**config.mk**
```make
export PLATFORM = sky130hd
export DESIGN_NAME = muldiv_sequencer
export DESIGN_NICKNAME = d
export VERILOG_FILES = /design/src/rtl/muldiv_pkg.sv /design/src/rtl/muldiv_step.sv /design/src/rtl/muldiv_sequencer.sv
export SDC_FILE = /design/constraint.sdc
export NUM_CORES = 1
export LEC_CHECK = 0
export CORE_ASPECT_RATIO = 2
export CORE_UTILIZATION = 45
export DETAILED_ROUTE_END_ITERATION = 8
export MAX_ROUTING_LAYER = met4
export PLACE_DENSITY_LB_ADDON = 0.05
export SYNTH_ARGS = -nofsm -noshare
export SYNTH_HDL_FRONTEND = slang
export SYNTH_HIERARCHICAL = 1
export SYNTH_SLANG_ARGS = --single-unit
```
**constraint.sdc**
```tcl
create_clock -name clk -period 8.6 [get_ports clk]
set_input_delay 1.72 -clock clk [delete_from_list [all_inputs] [get_ports clk]]
set_output_delay 1.72 -clock clk [all_outputs]
set_load 0.03 [all_outputs]
```
**src/rtl/muldiv_pkg.sv**
```systemverilog
// Shared definitions for the iterative MULTU/DIVU sequencer.
//   state_e      : sequencer states IDLE / RUN / DONE
//   OP_MULTU/DIVU: encoding of the op input
//   MULDIV_WIDTH : default operand width
package muldiv_pkg;

    localparam int unsigned MULDIV_WIDTH = 32;

    localparam logic OP_MULTU = 1'b0;
    localparam logic OP_DIVU  = 1'b1;

    typedef enum logic [1:0] {
        IDLE = 2'd0,
        RUN  = 2'd1,
        DONE = 2'd2
    } state_e;

endpackage

```
**src/rtl/muldiv_step.sv**
```systemverilog
// One radix-2 iteration of shift-add multiply or restoring divide.
// Optional feature macro: MULDIV_DIVIDE_EN (adds the restoring-divide path).
// Ports:
//   acc_hi_i/acc_lo_i : current working registers
//   opnd_i            : multiplicand (MULTU) or divisor (DIVU)
//   op_i              : OP_MULTU / OP_DIVU
//   acc_hi_o/acc_lo_o : working registers after this iteration
module muldiv_step
    import muldiv_pkg::*;
#(
    parameter int unsigned WIDTH = MULDIV_WIDTH
) (
    input  logic [WIDTH-1:0] acc_hi_i,
    input  logic [WIDTH-1:0] acc_lo_i,
    input  logic [WIDTH-1:0] opnd_i,
    input  logic             op_i,
    output logic [WIDTH-1:0] acc_hi_o,
    output logic [WIDTH-1:0] acc_lo_o
);

    logic [WIDTH:0]   mul_sum;
    logic [WIDTH-1:0] mul_hi;
    logic [WIDTH-1:0] mul_lo;

    // Shift-add: conditionally add multiplicand, then shift {carry,hi,lo} right.
    always_comb begin
        mul_sum = {1'b0, acc_hi_i};
        if (acc_lo_i[0]) begin
            mul_sum = {1'b0, acc_hi_i} + {1'b0, opnd_i};
        end
        mul_hi = mul_sum[WIDTH:1];
        mul_lo = {mul_sum[0], acc_lo_i[WIDTH-1:1]};
    end

`ifdef MULDIV_DIVIDE_EN
    logic [WIDTH:0]   div_rem;
    logic [WIDTH:0]   div_trial;
    logic [WIDTH-1:0] div_hi;
    logic [WIDTH-1:0] div_lo;

    // Restoring divide: the shifted-out MSB of acc_hi is kept as bit WIDTH so
    // the trial subtraction sees the full partial remainder.
    always_comb begin
        div_rem   = {acc_hi_i, acc_lo_i[WIDTH-1]};
        div_trial = div_rem - {1'b0, opnd_i};
        if (!div_trial[WIDTH]) begin
            div_hi = div_trial[WIDTH-1:0];
            div_lo = {acc_lo_i[WIDTH-2:0], 1'b1};
        end else begin
            div_hi = div_rem[WIDTH-1:0];
            div_lo = {acc_lo_i[WIDTH-2:0], 1'b0};
        end
    end

    always_comb begin
        acc_hi_o = mul_hi;
        acc_lo_o = mul_lo;
        if (op_i == OP_DIVU) begin
            acc_hi_o = div_hi;
            acc_lo_o = div_lo;
        end
    end
`else
    // Multiply-only build: op never selects anything here.
    logic unused_op;
    assign unused_op = op_i;

    always_comb begin
        acc_hi_o = mul_hi;
        acc_lo_o = mul_lo;
    end
`endif

endmodule

```
**src/rtl/muldiv_sequencer.sv**
```systemverilog
// Iterative MULTU/DIVU controller owning the FSM, iteration counter,
// working registers and the architectural HI/LO registers.
// Optional feature macro: MULDIV_DIVIDE_EN (DIVU support; without it a DIVU
// start is ignored).
// Ports:
//   clk, rst          : clock, synchronous active-high reset
//   start, op         : launch request and operation (OP_MULTU / OP_DIVU)
//   dataA, dataB      : rs / rt operands
//   flush             : abort in-flight operation
//   wr_hi, wr_lo      : MTHI / MTLO write enables, data on wdata
//   busy              : high while an operation is running
//   done              : one-cycle pulse when HI/LO were just committed
//   hi, lo            : architectural HI / LO
module muldiv_sequencer
    import muldiv_pkg::*;
#(
    parameter int unsigned WIDTH = MULDIV_WIDTH
) (
    input  logic             clk,
    input  logic             rst,
    input  logic             start,
    input  logic             op,
    input  logic [WIDTH-1:0] dataA,
    input  logic [WIDTH-1:0] dataB,
    input  logic             flush,
    input  logic             wr_hi,
    input  logic             wr_lo,
    input  logic [WIDTH-1:0] wdata,
    output logic             busy,
    output logic             done,
    output logic [WIDTH-1:0] hi,
    output logic [WIDTH-1:0] lo
);

    localparam int unsigned CNT_W = $clog2(WIDTH) + 1;

`ifdef MULDIV_DIVIDE_EN
    localparam logic DIV_EN = 1'b1;
`else
    localparam logic DIV_EN = 1'b0;
`endif

    state_e           state_q, state_d;
    logic             busy_q, busy_d;
    logic             done_q, done_d;
    logic [WIDTH-1:0] hi_q, hi_d;
    logic [WIDTH-1:0] lo_q, lo_d;
    logic [WIDTH-1:0] acc_hi_q, acc_hi_d;
    logic [WIDTH-1:0] acc_lo_q, acc_lo_d;
    logic [WIDTH-1:0] opnd_q, opnd_d;
    logic             op_q, op_d;
    logic [CNT_W-1:0] cnt_q, cnt_d;

    logic [WIDTH-1:0] step_hi;
    logic [WIDTH-1:0] step_lo;
    logic             start_legal;
    logic             accept;
    logic             stepping;
    logic             last_step;
    logic             commit;

    assign start_legal = start && ((op == OP_MULTU) || DIV_EN);
    assign accept      = start_legal && !flush && (state_q != RUN);
    assign stepping    = (state_q == RUN) && !flush;
    assign last_step   = (cnt_q == CNT_W'(WIDTH - 1));
    assign commit      = stepping && last_step;

    muldiv_step #(
        .WIDTH    (WIDTH)
    ) u_step (
        .acc_hi_i (acc_hi_q),
        .acc_lo_i (acc_lo_q),
        .opnd_i   (opnd_q),
        .op_i     (op_q),
        .acc_hi_o (step_hi),
        .acc_lo_o (step_lo)
    );

    // State register.
    always_ff @(posedge clk) begin
        if (rst) begin
            state_q <= IDLE;
        end else begin
            state_q <= state_d;
        end
    end

    // Next-state logic; flush overrides everything.
    always_comb begin
        state_d = state_q;
        unique case (state_q)
            IDLE: if (start_legal) state_d = RUN;
            RUN:  if (last_step)   state_d = DONE;
            DONE: state_d = start_legal ? RUN : IDLE;
            default: state_d = IDLE;
        endcase
        if (flush) begin
            state_d = IDLE;
        end
    end

    // Output decode, registered so busy/done track the state register.
    always_comb begin
        busy_d = (state_d == RUN);
        done_d = (state_d == DONE);
    end

    // Datapath next-state: operand capture, iteration, commit and MTHI/MTLO.
    always_comb begin
        acc_hi_d = acc_hi_q;
        acc_lo_d = acc_lo_q;
        opnd_d   = opnd_q;
        op_d     = op_q;
        cnt_d    = cnt_q;
        hi_d     = hi_q;
        lo_d     = lo_q;

        if (accept) begin
            acc_hi_d = '0;
            acc_lo_d = (op == OP_DIVU) ? dataA : dataB;
            opnd_d   = (op == OP_DIVU) ? dataB : dataA;
            op_d     = op;
            cnt_d    = '0;
        end else if (stepping) begin
            acc_hi_d = step_hi;
            acc_lo_d = step_lo;
            cnt_d    = cnt_q + CNT_W'(1);
        end

        if (commit) begin
            hi_d = step_hi;
            lo_d = step_lo;
        end else if (state_q != RUN) begin
            if (wr_hi) hi_d = wdata;
            if (wr_lo) lo_d = wdata;
        end
    end

    always_ff @(posedge clk) begin
        if (rst) begin
            busy_q   <= 1'b0;
            done_q   <= 1'b0;
            hi_q     <= '0;
            lo_q     <= '0;
            acc_hi_q <= '0;
            acc_lo_q <= '0;
            opnd_q   <= '0;
            op_q     <= OP_MULTU;
            cnt_q    <= '0;
        end else begin
            busy_q   <= busy_d;
            done_q   <= done_d;
            hi_q     <= hi_d;
            lo_q     <= lo_d;
            acc_hi_q <= acc_hi_d;
            acc_lo_q <= acc_lo_d;
            opnd_q   <= opnd_d;
            op_q     <= op_d;
            cnt_q    <= cnt_d;
        end
    end

    assign busy = busy_q;
    assign done = done_q;
    assign hi   = hi_q;
    assign lo   = lo_q;

endmodule

```
==> impl_metrics.env <==
export IMPL_worstMarginPinSlew_ps=913
export IMPL_tns_ps=0
export IMPL_drc=0
export IMPL_io_buffer_count=168
export IMPL_cp_required_ps=8890
export IMPL_hold_class="reg2reg"
export IMPL_die_area_mm2=0.0213
export IMPL_period_minus_slack_ps=3810
export IMPL_maxCapViolCount=0
export IMPL_nNetsFinal=1377
export IMPL_power_density_mw_per_mm2=167
export IMPL_detail_route_wirelength_um=28900
export IMPL_critPathKind="in2reg"
export IMPL_synthesis_nets=1293
export IMPL_netlist_instances=1156
export IMPL_core_area_mm2=0.0204
export IMPL_avgSynthCellArea_um2=8.07
export IMPL_place_congestion=0.861
export IMPL_cts_hold_buffers=0
export IMPL_grt_use_total=0.282
export IMPL_cts_setup_buffers=0
export IMPL_post_cts_resized=0
export IMPL_die_w_um=104
export IMPL_final_cells=1518
export IMPL_rsz0062_at_grt="no"
export IMPL_drt_pre_antenna_iters=5
export IMPL_hold_viol_final=0
export IMPL_clock_sinks=170
export IMPL_grt_pass1_vias=8338
export IMPL_antenna_cells=0
export IMPL_drive_gt1_frac=0.0775
export IMPL_cts_tree="yes"
export IMPL_ir_worst_vdd_uv=123
export IMPL_htreeDepth=4
export IMPL_end_kind="flop"
export IMPL_start_util=0.458
export IMPL_synth_area_mm2=0.00932
export IMPL_numCtsBuffers=17
export IMPL_clk_latency_ps=430
export IMPL_antenna_found_initial=0
export IMPL_num_io_pins=169
export IMPL_area_growth_pct=22.1
export IMPL_run_status="finished, final reports clean"
export IMPL_path_max_fanout=67
export IMPL_rows=74
export IMPL_holdWs_ps=475
export IMPL_grt_pass1_wl_um=45400
export IMPL_antenna_left=0
export IMPL_worstPathArrival_ps=4100
export IMPL_grt_ovfl_total=0
export IMPL_period_share=0.443
export IMPL_fill_cells=1921
export IMPL_ys_warn_count=6
export IMPL_clock_fmax_mhz=263
export IMPL_root_buffer="clkbuf_16"
export IMPL_routedWlPerCell_um=19.0
export IMPL_p_leak_nw=4.44
export IMPL_clk_pin_slew_ps=60
export IMPL_r2r_slack_ps=5040
export IMPL_worstSetupStartpointType="input port"
export IMPL_drt_initial_drc_count=435
export IMPL_num_vias=8607
export IMPL_grt_max_degree=82
export IMPL_max_slew_margin_rel=0.392
export IMPL_clockBufferDepth=2
export IMPL_fin_skew_ps=14.3
export IMPL_place_inst=1487
export IMPL_avgViaCountPerCell=5.67
export IMPL_die_y_um=206
export IMPL_setup_viol=0
export IMPL_hpwlAfterDp_um=20700
export IMPL_finalMaxSlewViolations=0
[state kept, by name, summed over array words and instances (netlist names), 2 cells and up]
name / flops
lo: 32
acc_hi_q: 32
acc_lo_q: 32
state_q: 2
hi: 32
opnd_q: 32
cnt_q: 6
[per-stage QoR]
| stage | instance area, µm² | setup WS (ps) | total power, mW | utilization |
|---|---|---|---|---|
| 3_3_place_gp | 10800 | 4330 | 1.13 | 0.530 |
| 5_1_grt | 11400 | 4680 | 1.96 | 0.559 |
| 2_1_floorplan | 9320 | 5420 | 1.01 | - |
| 3_5_place_dp | 10800 | 4330 | 1.13 | 0.530 |
| 4_1_cts | 11400 | 4800 | 1.91 | 0.559 |
| 6_report | 11400 | 4790 | 1.90 | 0.559 |
[final timing paths]
| path | startpoint | end | depth (start not counted) |
|---|---|---|---|
| worst max-delay path | flush | hi[13] | 7 |
| worst min-delay path | acc_hi_q[16] | acc_hi_q[16] | 2 |
| worst max register to register | acc_hi_q[0] | hi[25] | 12 |
| worst min register to register | acc_hi_q[16] | acc_hi_q[16] | 2 |
[cell usage in the layout, fill, tap and decap left out, types with 4 or more instances in the layout]
| cell | n |
|---|---|
| nand4_1 | 7 |
| ha_1 | 33 |
| a31oi_1 | 7 |
| nand2b_1 | 5 |
| inv_1 | 11 |
| nor4_1 | 5 |
| xor2_1 | 11 |
| xnor2_1 | 16 |
| a21o_1 | 14 |
| a22oi_1 | 32 |
| o21bai_1 | 4 |
| clkbuf_16 | 17 |
| nor4_2 | 9 |
| a21oi_1 | 145 |
| nor2_1 | 136 |
| nor2b_1 | 4 |
| nand2_1 | 183 |
| clkdlybuf4s50_1 | 166 |
| mux2i_1 | 33 |
| dfxtp_1 | 170 |
| a211oi_1 | 86 |
| nand3_1 | 12 |
| o21ai_0 | 16 |
| nor3_1 | 18 |
| buf_4 | 15 |
| o211ai_1 | 4 |
| mux2_2 | 23 |
[final cells by class]
cell class	instances	area (µm²)	area share
clock inverter	12	140	0.0123
timing repair buffer	182	1780	0.156
tap	266	333	0.0292
sequential	170	3400	0.299
inverter	11	41.3	0.00363
clock buffer	19	453	0.0398
multi-input combinational	858	5230	0.460
[report_power, final]
part	internal [mW]	total (mW)	leakage, nW	switching, mW
Sequential	0.820	0.843	1.39	0.0233
Clock	0.445	0.781	0.282	0.335
Combinational	0.121	0.275	2.77	0.154
Total	1.39	1.90	4.44	0.512
[worst max-delay path, cell delays in order]
cell and delay (ps):
clkdlybuf4s50_1 540, or3b_1 410, buf_4 260, or3_2 450
buf_4 360, nor2_1 240, nor4_2 70
[per-layer routing]
layer / vias to the layer above / share of wire / GRT usage
li1: 4250 / - / -
met4: 0 / 0.023 / 0.0944
met3: 41 / 0.041 / 0.0326
met2: 262 / 0.49 / 0.476
met1: 4054 / 0.44 / 0.351
met5: - / 0 / -
Note: power is estimated with default switching activity, not from simulation.
